==> src/rtl/mat_loader_complex_if.sv <==
// Stream-in / operand-out bundle between an element feeder, the loader and the
// complex matrix multiplier. The slave view is the loader's.
interface mat_loader_complex_if #(
    parameter int mat_num_row = 2
);
    localparam int NE = mat_num_row * mat_num_row;
    localparam int W  = 2 * 64 * NE;

    logic          s_valid;
    logic          s_ready;
    logic [63:0]   s_real;
    logic [63:0]   s_imag;
    logic          s_last;
    logic [W-1:0]  mat_a;
    logic [W-1:0]  mat_b;
    logic          mm_valid;
    logic          mm_start;
    logic          mm_done;
    logic          busy;
    logic          err;

    modport slave (
        input  s_valid, s_real, s_imag, s_last, mm_done,
        output s_ready, mat_a, mat_b, mm_valid, mm_start, busy, err
    );

    modport master (
        output s_valid, s_real, s_imag, s_last, mm_done,
        input  s_ready, mat_a, mat_b, mm_valid, mm_start, busy, err
    );
endinterface

==> src/rtl/mat_loader_complex.sv <==
// Collects a row-major stream of complex doubles (A then B) into packed operand
// buses, issues valid/start to the multiplier and holds operands until done.
module mat_loader_complex #(
    parameter int mat_num_row = 2
) (
    input  logic                  clk,
    input  logic                  rst,
    mat_loader_complex_if.slave   bus
);
    localparam int NE = mat_num_row * mat_num_row;
    localparam int IW = $clog2(2 * NE) + 1;

    typedef enum logic [2:0] {
        LOAD_A    = 3'd0,
        LOAD_B    = 3'd1,
        ISSUE_V   = 3'd2,
        ISSUE_S   = 3'd3,
        WAIT_DONE = 3'd4
    } state_t;

    state_t              state, nxt;
    logic [IW-1:0]       idx, idx_nxt;

    logic [NE-1:0][63:0] a_re, a_im, b_re, b_im;

    logic s_ready_q, mm_valid_q, mm_start_q, busy_q, err_q;
    logic s_ready_d, mm_valid_d, mm_start_d, busy_d, err_d;

    logic xfer, at_a_end, at_end, frame_err, wr_ok;

    assign xfer      = bus.s_valid & s_ready_q;
    assign at_a_end  = (idx == IW'(NE - 1));
    assign at_end    = (idx == IW'(2 * NE - 1));
    // s_last must coincide exactly with the final B index; any mismatch drops the beat
    assign frame_err = xfer & (bus.s_last ^ at_end);
    assign wr_ok     = xfer & ~frame_err;

    // state register and registered outputs
    always_ff @(posedge clk or negedge rst) begin
        if (!rst) begin
            state      <= LOAD_A;
            idx        <= '0;
            s_ready_q  <= 1'b0;
            mm_valid_q <= 1'b0;
            mm_start_q <= 1'b0;
            busy_q     <= 1'b0;
            err_q      <= 1'b0;
        end else begin
            state      <= nxt;
            idx        <= idx_nxt;
            s_ready_q  <= s_ready_d;
            mm_valid_q <= mm_valid_d;
            mm_start_q <= mm_start_d;
            busy_q     <= busy_d;
            err_q      <= err_d;
        end
    end

    // next-state
    always_comb begin
        nxt     = state;
        idx_nxt = idx;
        case (state)
            LOAD_A: begin
                if (frame_err) begin
                    idx_nxt = '0;
                end else if (wr_ok) begin
                    idx_nxt = idx + 1'b1;
                    if (at_a_end) nxt = LOAD_B;
                end
            end
            LOAD_B: begin
                if (frame_err) begin
                    nxt     = LOAD_A;
                    idx_nxt = '0;
                end else if (wr_ok) begin
                    if (at_end) nxt = ISSUE_V;
                    else        idx_nxt = idx + 1'b1;
                end
            end
            ISSUE_V: nxt = ISSUE_S;
            ISSUE_S: nxt = WAIT_DONE;
            WAIT_DONE: begin
                if (bus.mm_done) begin
                    nxt     = LOAD_A;
                    idx_nxt = '0;
                end
            end
            default: begin
                nxt     = LOAD_A;
                idx_nxt = '0;
            end
        endcase
    end

    // outputs decoded from the upcoming state so they register in step with it
    always_comb begin
        s_ready_d  = (nxt == LOAD_A) || (nxt == LOAD_B);
        mm_valid_d = (nxt == ISSUE_V) || (nxt == ISSUE_S);
        mm_start_d = (nxt == ISSUE_S);
        busy_d     = (nxt == ISSUE_V) || (nxt == ISSUE_S) || (nxt == WAIT_DONE);
        err_d      = frame_err;
    end

    // operand storage: each beat touches only its own real/imag slot
    always_ff @(posedge clk or negedge rst) begin
        if (!rst) begin
            a_re <= '0;
            a_im <= '0;
            b_re <= '0;
            b_im <= '0;
        end else if (wr_ok) begin
            for (int k = 0; k < NE; k++) begin
                if (idx == IW'(k)) begin
                    a_re[k] <= bus.s_real;
                    a_im[k] <= bus.s_imag;
                end
                if (idx == IW'(NE + k)) begin
                    b_re[k] <= bus.s_real;
                    b_im[k] <= bus.s_imag;
                end
            end
        end
    end

    assign bus.mat_a    = {a_im, a_re};
    assign bus.mat_b    = {b_im, b_re};
    assign bus.s_ready  = s_ready_q;
    assign bus.mm_valid = mm_valid_q;
    assign bus.mm_start = mm_start_q;
    assign bus.busy     = busy_q;
    assign bus.err      = err_q;
endmodule

==> src/flat_wrapper.sv <==
// flat-port wrapper written by rule: the top's interface ports become plain ports
module mat_loader_complex_flat 
#(
    parameter int mat_num_row = 2
)
  (clk, rst, bus_s_valid, bus_s_real, bus_s_imag, bus_s_last, bus_mm_done, bus_s_ready, bus_mat_a, bus_mat_b, bus_mm_valid, bus_mm_start, bus_busy, bus_err);
  mat_loader_complex_if #(.mat_num_row(mat_num_row)) bus_i ();
  input  logic clk;
  input  logic rst;
  input wire logic [$bits(bus_i.s_valid)-1:0] bus_s_valid;
  input wire logic [$bits(bus_i.s_real)-1:0] bus_s_real;
  input wire logic [$bits(bus_i.s_imag)-1:0] bus_s_imag;
  input wire logic [$bits(bus_i.s_last)-1:0] bus_s_last;
  input wire logic [$bits(bus_i.mm_done)-1:0] bus_mm_done;
  output wire logic [$bits(bus_i.s_ready)-1:0] bus_s_ready;
  output wire logic [$bits(bus_i.mat_a)-1:0] bus_mat_a;
  output wire logic [$bits(bus_i.mat_b)-1:0] bus_mat_b;
  output wire logic [$bits(bus_i.mm_valid)-1:0] bus_mm_valid;
  output wire logic [$bits(bus_i.mm_start)-1:0] bus_mm_start;
  output wire logic [$bits(bus_i.busy)-1:0] bus_busy;
  output wire logic [$bits(bus_i.err)-1:0] bus_err;
  assign bus_i.s_valid = bus_s_valid;
  assign bus_i.s_real = bus_s_real;
  assign bus_i.s_imag = bus_s_imag;
  assign bus_i.s_last = bus_s_last;
  assign bus_i.mm_done = bus_mm_done;
  assign bus_s_ready = bus_i.s_ready;
  assign bus_mat_a = bus_i.mat_a;
  assign bus_mat_b = bus_i.mat_b;
  assign bus_mm_valid = bus_i.mm_valid;
  assign bus_mm_start = bus_i.mm_start;
  assign bus_busy = bus_i.busy;
  assign bus_err = bus_i.err;
  mat_loader_complex #(.mat_num_row(mat_num_row)) u_core (.clk(clk), .rst(rst), .bus(bus_i));
endmodule
==> config.mk <==
export PLATFORM = sky130hd
export DESIGN_NAME = mat_loader_complex_flat
export DESIGN_NICKNAME = d
export VERILOG_FILES = /design/src/rtl/mat_loader_complex_if.sv /design/src/rtl/mat_loader_complex.sv /design/src/flat_wrapper.sv
export SDC_FILE = /design/constraint.sdc
export NUM_CORES = 1
export LEC_CHECK = 0
export CAP_MARGIN = 25
export CORE_AREA = 2 2 450 452
export CTS_CLUSTER_DIAMETER = 40
export DETAILED_ROUTE_END_ITERATION = 7
export DIE_AREA = 0 0 452 454
export SLEW_MARGIN = 20
export SYNTH_ARGS = -nofsm -noshare
export SYNTH_HDL_FRONTEND = slang
export SYNTH_SLANG_ARGS = --single-unit
==> constraint.sdc <==
create_clock -name clk -period 3.8 [get_ports clk]
set_input_delay 0.38 -clock clk [delete_from_list [all_inputs] [get_ports clk]]
set_output_delay 0.38 -clock clk [all_outputs]
set_load 0.03 [all_outputs]
# Yosys cells after proc, flatten, opt, wreduce, memory -nomap -nowiden
# Index checks and enable logic that the tools add are counted.
[totals] in_bits=133 latch_bits=0 output_inout_bits=1029 word_cells=80 ramBits=0 n_memories=0 ff_bits=1036 rom_bits=0
[op_classes] muxes=15 n_shift=0 n_bitwise=6 div_mod_pow=0 n_mul=0 n_eq_ne=19 n_addsub=1 n_reduce_logical=16 n_lt_le_gt_ge=0
[ops] cell="4-bit 2-to-1 mux" n=6
[ops] cell="3-bit 2-to-1 mux" n=7
[ops] cell="4-bit by 3-bit == test with 1-bit output (second input constant)" n=4
[ops] cell="4-bit one-hot mux with 4 select lines" n=1
[ops] cell="2-bit AND reduction" n=8
[ops] cell="3-bit one-hot mux with 5 select lines" n=1
[ops] cell="3-bit by 2-bit == test with 1-bit output (second input constant)" n=4
[ops] cell="4-bit by 2-bit == test with 1-bit output (second input constant)" n=2
[ops] cell="3-bit by 1-bit == test with 1-bit output (second input constant)" n=2
[ops] cell="3-bit == test (second input constant)" n=2
[ops] cell="3-bit logical NOT" n=2
[ops] cell="3-bit by 1-bit inequality test with 1-bit output (second input constant)" n=2
[ops] cell="5-bit AND reduction" n=1
[ops] cell="4-bit by 1-bit adder with 4-bit output (second input constant)" n=1
[ops] cell="4-bit by 1-bit == test with 1-bit output (second input constant)" n=1
[ops] cell="4-bit logical NOT" n=1
[ops] cell="1-bit AND" n=3
[ops] cell="1-bit logical OR" n=3
[ops] cell="3-bit by 2-bit inequality test with 1-bit output (second input constant)" n=1
[ops] cell="2-bit inequality test (second input constant)" n=1
[ops] cell="1-bit inverter" n=2
[ops] cell="2-bit OR reduction" n=1
[ops] cell="1-bit XOR" n=1

# Longest topological paths before layout
# Gate-level depths: netlist of the first run.
[depth] word_depth=11 ltp_mapped=8 depth_no_buf=6

# Least setup slack after synthesis of the first run
# Ideal clock, no wire load.
[synth_path] path_type="reg-to-reg" from="register u_core.idx[0]" to="register u_core.b_im, in the netlist u_core.bus.mat_b[299]" setup_ns=0.125 period_less_slack_ns=1.995 path_buffers=2 path_slack_ns=1.805 stages_incl_launch_ff=8 arrival_ns=1.870 required_ns=3.675 cell_sequence="dfrtp_1 ha_1 xor2_1 nor4b_2 nand2_1 buf_2 buf_2 mux2_2"
[synth_between] elab_chain_cells=6 word_cells_on_any_way=7 cone_classes="2 x eq/ne; 4 x bitwise; 1 x reduce/logical"
[synth_lines] item="start, declared" line="mat_loader_complex.sv:22" source="logic [IW-1:0] idx, idx_nxt;"
[synth_lines] item="start signal, assigned" line="mat_loader_complex.sv:50" source="idx <= idx_nxt;"
[synth_lines] item="4-bit by 3-bit == test with 1-bit output" line="mat_loader_complex.sv:33" source="assign at_end = (idx == IW'(2 * NE - 1));"
[synth_lines] item="1-bit XOR" line="mat_loader_complex.sv:35" source="assign frame_err = xfer & (bus.s_last ^ at_end);"
[synth_lines] item="1-bit AND" line="mat_loader_complex.sv:35"
[synth_lines] item="1-bit inverter" line="mat_loader_complex.sv:36" source="assign wr_ok = xfer & ~frame_err;"
[synth_lines] item="1-bit AND" line="mat_loader_complex.sv:36"
[synth_lines] item="2-bit AND reduction (no source line) (*)"
[synth_lines] item="end signal, assigned by index" line="mat_loader_complex.sv:120" source="b_im[k] <= bus.s_imag;"
[synth_lines] item="end, declared" line="mat_loader_complex.sv:24" source="logic [NE-1:0][63:0] a_re, a_im, b_re, b_im;"
# Mark *: on every way between the ends. The rest lies on a longest branch, timed or not.
# A chain may end at the register's enable or synchronous reset.

# Worst setup path after layout of the first run
[layout_path] from="register u_core.idx[0]" to="register u_core.b_re, in the netlist u_core.bus.mat_b[63]"
[layout_between] elab_chain_cells=6 word_cells_on_any_way=7 cone_classes="2 x eq/ne; 4 x bitwise; 1 x reduce/logical"
[layout_lines] item="4-bit by 3-bit == test with 1-bit output" line="mat_loader_complex.sv:33"
[layout_lines] item="1-bit XOR" line="mat_loader_complex.sv:35"
[layout_lines] item="1-bit AND" line="mat_loader_complex.sv:35"
[layout_lines] item="1-bit inverter" line="mat_loader_complex.sv:36"
[layout_lines] item="1-bit AND" line="mat_loader_complex.sv:36"
[layout_lines] item="2-bit AND reduction (no source line) (*)"
[layout_lines] item="end signal, assigned by index" line="mat_loader_complex.sv:119" source="b_re[k] <= bus.s_real;"
[layout_lines] item="end, declared" line="mat_loader_complex.sv:24"
# Marked as above.

==> results of run 1 <==
## state kept, by name (all words and copies together), names as in the netlist
| register | count |
|---|---|
| u_core.bus.mm_valid | 1 |
| u_core.bus.busy | 1 |
| u_core.idx | 4 |
| u_core.bus.mm_start | 1 |
| u_core.bus.mat_b | 512 |
| u_core.bus.mat_a | 512 |
| u_core.bus.s_ready | 1 |
| u_core.state | 3 |
| u_core.bus.err | 1 |
## how the worst min path moves through the flow
| stage | to | cells after the start | slack [ns] | start |
|---|---|---|---|---|
| 6_report | u_core.bus.mat_b[222] | 2 | 0.24 | rst |
| 5_1_grt | u_core.bus.mat_b[222] | 2 | 0.24 | rst |
| 4_1_cts | u_core.bus.mat_b[222] | 2 | 0.20 | rst |
| 3_5_place_dp | u_core.bus.mat_b[222] | 1 | 0.48 | rst |
| 3_3_place_gp | u_core.bus.mat_b[222] | 1 | 0.48 | rst |
| 2_1_floorplan | u_core.bus.busy | 0 | 0.08 | rst |
## power by group through the flow
stage	Combinational, mW	Clock, mW	Sequential [mW]
after detailed placement	25.7	0	18.1
after global placement	25.6	0	17.9
after CTS	25.8	16.8	18.0
after global routing	26.3	17.3	18.5
after floorplan	4.32	0	26.9
final	25.5	16.4	18.0
## critical path, cell delays in order, from the launching register on
cell     delay [ns]
dfrtp_1        0.43
ha_1           0.32
xor2_1         0.20
nor4b_2        0.29
buf_4          0.21
nand2_4        0.26
buf_12         0.29
buf_4          0.23
mux2_2         0.29
## cells by family (layout without fill, tap and decap cells)
logic type      after synthesis  after routing  share of synthesized area [%]
simple gates                 32             32                          0.492
xor+xnor                      1              1                         0.0227
buf+inv                     119           1548                           2.25
flops                      1036           1036                           67.1
fa+ha+maj                     4              4                          0.129
other cells                   0              9                              0
mux                        1025           1025                           29.9
compound gates               12             12                          0.204
## synthesized netlist by cell type, types with 2 or more instances
| master | count | area [sq um] |
|---|---|---|
| dfrtp_1 | 1036 | 25900 |
| nand3b_1 | 4 | 30.0 |
| mux2_2 | 1024 | 11500 |
| buf_6 | 41 | 462 |
| buf_4 | 12 | 90.1 |
| clkbuf_1 | 7 | 26.3 |
| nand2b_1 | 2 | 12.5 |
| ha_1 | 4 | 50.1 |
| o21ai_0 | 3 | 15.0 |
| a21oi_1 | 3 | 15.0 |
| inv_1 | 4 | 15.0 |
| nand3_1 | 3 | 15.0 |
| nor3b_1 | 2 | 15.0 |
| nor2_1 | 2 | 7.51 |
| nand2_1 | 12 | 45.0 |
| buf_2 | 55 | 275 |
## through the flow
step | cell area (sq um) | hold slack, ns | total power, mW
after floorplan | 38700 | 0.0844 | 31.2
after global placement | 53800 | 0.478 | 43.5
after detailed placement | 53800 | 0.484 | 43.8
after CTS | 60000 | 0.204 | 60.5
after global routing | 60000 | 0.238 | 62.1
final | 60000 | 0.242 | 59.9
## final cells by class
cell class / instances / area [sq um]
inverter: 4 / 15.0
clock buffer: 197 / 4460
multi-input combinational: 1074 / 11900
tap: 2672 / 3340
clock inverter: 111 / 1700
sequential: 1036 / 25900
fill: 20100 / 141000
antenna: 9 / 22.5
timing repair buffer: 1236 / 12600
## per-layer routing
metal  vias to the layer above  wire [um]
li1                      10600          -
met1                     13300      59600
met2                       887      76800
met3                       270       9330
met4                         2       5520
met5                         -         13
## what timing repair did
item,4_1_cts,5_1_grt
hold buffers,1,0
endpoints found under the hold margin,39,0
resized for setup,0,0
==> results.md, run 1 <==
* Final period utilization at 70.2%
* Area growth syn-to-layout at 55.1%
* Mapped Avg Cell Area at 17.3 sq um
* Startpoint types: flip-flop
* Drt wl/cell at 23.9 um
* Post-synth EDFFs at 0
* Critical path startpoint: u_core.idx[0]
* Async set-or-reset flop fraction in the synthesized netlist at 100%
* Worst Max-Slew Pin Slew at 0.904 ns
* Worst r2r dst: u_core.bus.mat_b[63]
* Commonest cells after routing, fill and taps aside: 1,158 x clkdlybuf4s50_1, 1,036 x dfrtp_1, 1,024 x mux2_2
* Slew margin rel. at 39.5%
* Final hold vios at 0
* CTS Buf Count at 165
* Reg2reg start: u_core.idx[0]
* Synthesized net count at 2,366
* CTS Sinks at 1,036
* Placed Cells incl. Taps at 6,021
* Residual DRC count at 0
* CP Capture Type: flip-flop
* Fraction of layout cells with a size suffix above 1 at 38.4%
* Sequential area share after synthesis at 67.1%
* Fin cells at 6,339
* Pwr dens at 999 mW/mm^2
* CP required at 4.46 ns
* M1 GR Usage at 16.6%
* Crit Path Max Fanout at 16
* Core Box Area at 0.201 sq mm
* Top_reg_cell synth: dfrtp_1
* Dpl hpwl at 110,000 um
* Seq pwr share at 30.0%
* Fin. max-slew vios at 0
* Switching Fraction at 37.9%
* # rows at 165
* Reg2reg path depth at 8
* Cell variety after synth at 31
* Setup crit end: u_core.bus.mat_b[63]
* CTS Root Cell: clkbuf_16
* Via/cell ratio at 3.95
* Status: completed
* Synthesized cell area at 0.0387 sq mm
* Largest net degree at the start of global routing at 106
* Power Internal at 37.2 mW
* CTS tree: done
* Starting Density at 19.2%
* Unrepaired setup endpoints after global routing: no
* Die Span X at 452 um
* Net switching power at 22.7 mW
* Most common cell after layout, fill and taps aside: clkdlybuf4s50_1
* Static leakage at 26.7 nW
* Final setup margin at 1.13 ns
* IO Count at 1,162
* Placer Congestion at 0.826
* Post-Synthesis Cells at 2,229
* Clock transition at the registers of the reported paths at 0.05 ns
* Hold WC Path Type: primary input to async pin
* Total number of vias at 25,100
* Flops & latches, synth at 1,036
* Port Buf Inserts at 1,161
* Iteration-0 DRC Markers at 1,109
* Fmax achieved at 375 MHz
* Max Cap Viol at 0
* Critical Path AT at 3.32 ns
* Gate power share at 42.5%
* Peak VDD IR at 0.572 mV
* Total iterations of the first detailed-routing run at 6
* Detailed Route WL at 151,000 um
* Vias in the first global route at 26,100
* Min cycle time layout at 2.67 ns
* Nets at 3,654
* Clock power share at 27.4%
* Setup TNS at 0 ns
* Detail Route Antenna Nets at 0
* Met2 Usage GRT at 24.4%
* Number of setup buffers added after CTS at 0
* FF-to-FF setup slack at 1.13 ns
* Final Skew at 0.0283 ns
* Setup WS pre-CTS at 0.435 ns
* Final Core Density at 29.9%
* First-pass GRT wire length at 207,000 um
* Ys Warns at 0
* Die height at 454 um
* Worst-case clock buffer depth at 3
* Total global routing overflow at 0
* Clock latency on the worst-skew pair at 0.79 ns
* Top Usage Layer GRT: met2
* CTS HTree Levels at 4
* Die Area at 0.205 sq mm
* CP Class: flip-flop to flip-flop
* Count of final setup violators at 0
* Total track usage at 14.2%
* Met3 Use GR at 3.81%
* Antenna violations before repair at 38
Power figures use the tool's default switching activity.
==> run 2: changes to the inputs <==
==> constraint.sdc (replaced) <==
create_clock -name clk -period 2.7 [get_ports clk]
set_input_delay 0.27 -clock clk [delete_from_list [all_inputs] [get_ports clk]]
set_output_delay 0.27 -clock clk [all_outputs]
set_load 0.03 [all_outputs]
==> run 2 against run 1 <==
Effect of this change: flip-flop and latch count stayed put; utilization is 0.19 points higher; sequential power is 41% higher; clock power is 39% higher; largest cell class unchanged; largest power group unchanged; final cell count up 0.43%; critical path type unchanged; global-route usage is 0.19 points higher; worst hold slack worse by 0.14 ns; via count rose by 0.55%; maximum frequency up 6.5%; setup slack worse by 0.94 ns; sequential share of layout area is 0.27 points lower.
==> results.md, run 2 (synthesized netlist as in run 1, its figures left out) <==
* Status: completed (unchanged)
* # rows at 165 (unchanged)
* Startpoint types: flip-flop (unchanged)
* Clock power share at 27.2% (was 27.4%)
* Die Span X at 452 um (unchanged)
* Hold WC Path Type: primary input to async pin (unchanged)
* Most common cell after layout, fill and taps aside: clkdlybuf4s50_1 (unchanged)
* Critical Path AT at 3.14 ns (was 3.32 ns)
* DR top layer: met5 (unchanged)
* Pwr dens at 1390 mW/mm^2 (was 999 mW/mm^2)
* Largest net degree at the start of global routing at 81 (was 106)
* CP max stage delay at 0.44 ns (was 0.43 ns)
* Residual DRC count at 0 (unchanged)
* Fraction of layout cells with a size suffix above 1 at 39.0% (was 38.4%)
* Total iterations of the first detailed-routing run at 4 (was 6)
* Total global routing overflow at 0 (unchanged)
* CP required at 3.33 ns (was 4.46 ns)
* CTS Sinks at 1,036 (unchanged)
* Final period utilization at 92.7% (was 70.2%)
* Total track usage at 14.4% (was 14.2%)
* Clock transition at the registers of the reported paths at 0.05 ns (about the same)
* Total number of vias at 25,200 (was 25,100)
* Static leakage at 26.9 nW (was 26.7 nW)
* Peak VDD IR at 0.744 mV (was 0.572 mV)
* Area growth syn-to-layout at 56.1% (was 55.1%)
* Clock latency on the worst-skew pair at 0.78 ns (was 0.79 ns)
* Net switching power at 32.0 mW (was 22.7 mW)
* Register area at 0.0259 sq mm (unchanged)
* Die Area at 0.205 sq mm (unchanged)
* Setup WS pre-CTS at 0.231 ns (was 0.435 ns)
* # fillers at 20,100 (about the same)
* CTS Buf Count at 168 (was 165)
* Crit Path Max Fanout at 55 (was 16)
* Iteration-0 DRC Markers at 1,086 (was 1,109)
* CP Capture Type: flip-flop (unchanged)
* Fin. max-slew vios at 0 (unchanged)
* Overall Power at 84.1 mW (was 59.9 mW)
* IO Count at 1,162 (unchanged)
* CTS Root Cell: clkbuf_16 (unchanged)
* WL met2 at 77,800 um (was 76,800 um)
* Nets at 3,687 (was 3,654)
* Gate power share at 42.7% (was 42.5%)
* Power Internal at 52.0 mW (was 37.2 mW)
* Worst Max-Slew Pin Slew at 0.871 ns (was 0.904 ns)
* Die height at 454 um (unchanged)
* Count of final setup violators at 0 (unchanged)
* CTS HTree Levels at 4 (unchanged)
* Met1 wire length at 59,800 um (was 59,600 um)
* Placer Congestion at 0.820 (was 0.826)
* Final Core Density at 30.0% (was 29.9%)
* Switching Fraction at 38.1% (was 37.9%)
* Worst path top cell family by delay: multiplexers (was buffers and inverters)
* CP max stage cell: mux2_2 (was dfrtp_1)
* CTS tree: done (unchanged)
* Unrepaired setup endpoints after global routing: no (unchanged)
* Area occupied by multi-input gates at 0.0119 sq mm (unchanged)
* Antenna violations before repair at 38 (unchanged)
* Starting Density at 19.2% (unchanged)
* Final hold vios at 0 (unchanged)
* First-pass GRT wire length at 209,000 um (was 207,000 um)
* Cells along the critical path: ha_1 -> xor2_1 -> nor4b_2 -> buf_4 -> nand2_4 -> buf_12 -> mux2_2 (was ha_1 -> xor2_1 -> nor4b_2 -> buf_4 -> nand2_4 -> buf_12 -> buf_4 -> mux2_2)
* Setup TNS at 0 ns (unchanged)
* Port Buf Inserts at 1,161 (unchanged)
* Seq pwr share at 30.2% (was 30.0%)
* Worst-case clock buffer depth at 3 (unchanged)
* Drt wl/cell at 24.0 um (was 23.9 um)
* Dpl hpwl at 112,000 um (was 110,000 um)
* Commonest cells after routing, fill and taps aside: 1,157 x clkdlybuf4s50_1, 1,036 x dfrtp_1, 1,024 x mux2_2 (was 1,158 x clkdlybuf4s50_1, 1,036 x dfrtp_1, 1,024 x mux2_2)
* Via/cell ratio at 3.96 (was 3.95)
* Slew margin rel. at 41.7% (was 39.5%)
* Detailed Route WL at 153,000 um (was 151,000 um)
* Core Box Area at 0.201 sq mm (unchanged)
* Fmax achieved at 399 MHz (was 375 MHz)
* Worst Path Buf+Inv at 2 (was 3)
* Max Cap Viol at 0 (unchanged)
* Vias in the first global route at 26,200 (was 26,100)
* Final Skew at 0.0478 ns (was 0.0283 ns)
* CP Class: flip-flop to flip-flop (unchanged)
* Min cycle time layout at 2.50 ns (was 2.67 ns)
* Detail Route Antenna Nets at 0 (unchanged)
* Met3 WL at 9290 um (was 9330 um)
* Final setup margin at 0.196 ns (was 1.13 ns)
==> run 2: changes by cell type in the layout (fill, tap and decap cells not counted), sizes merged <==
| cell | change |
|---|---|
| bufinv | -7 |
| clkinvlp | -10 |
| clkinv | +1 |
| buf | +31 |
| diode | -2 |
| clkbuf | +9 |
| clkdlybuf4s50 | -1 |
| inv | +6 |
==> run 2: routing by layer <==
layer / track usage [%] / vias to the layer above
met5: 0 / -
met4: 6.20 / 6
met3: 3.90 / 274
met2: 24.9 / 873
met1: 16.6 / 13400
li1: - / 10700
==> run 2: power by group through the flow <==
stage / registers [mW] / clock network [mW] / logic, mW
floorplan: 37.9 / 0 / 6.07
global placement: 25.2 / 0 / 36.0
detailed placement: 25.5 / 0 / 36.2
CTS: 25.3 / 23.3 / 36.3
global route: 26.1 / 24.0 / 37.1
finish: 25.4 / 22.8 / 35.9
==> run 2: repair_timing <==
item / CTS / global route
buffers inserted: 0 / 0
resized for setup: 0 / 0
hold buffers: 1 / 0
endpoints found under the hold margin: 69 / 0
==> run 2: final cells by class <==
type / instances / area share [%]
Timing Repair Buffer: 1266 / 21.6
Tap cell: 2672 / 5.54
Clock buffer: 206 / 7.66
Antenna cell: 7 / 0.0290
Clock inverter: 101 / 2.45
Multi-Input combinational cell: 1074 / 19.8
Sequential cell: 1036 / 43.0
Inverter: 4 / 0.0249
==> run 2: final timing paths <==
path / start / endpoint / slack (ns) / cells past startpoint
min in group clk: bus_s_imag[19] / u_core.bus.mat_b[339] / 0.22 / 2
hold / removal: rst / u_core.bus.mat_a[27] / 0.1 / 2
max in group asynchronous: rst / u_core.bus.mat_a[131] / 1.58 / 4
hold reg to reg: u_core.bus.mat_a[479] / u_core.bus.mat_a[479] / 0.50 / 1
setup / recovery: u_core.idx[0] / u_core.bus.mat_b[50] / 0.20 / 7
setup reg to reg: u_core.idx[0] / u_core.bus.mat_b[50] / 0.20 / 7
==> run 2: metrics by stage <==
stage / cell area (sq um) / hold slack [ns] / std cells
6_report: 60400 / 0.0990 / 6366
5_1_grt: 60400 / 0.0875 / 6364
4_1_cts: 60300 / 0.0686 / 6359
3_5_place_dp: 54200 / 0.337 / 6051
3_3_place_gp: 54200 / 0.330 / 6051
2_1_floorplan: 38700 / -0.0256 / 2229
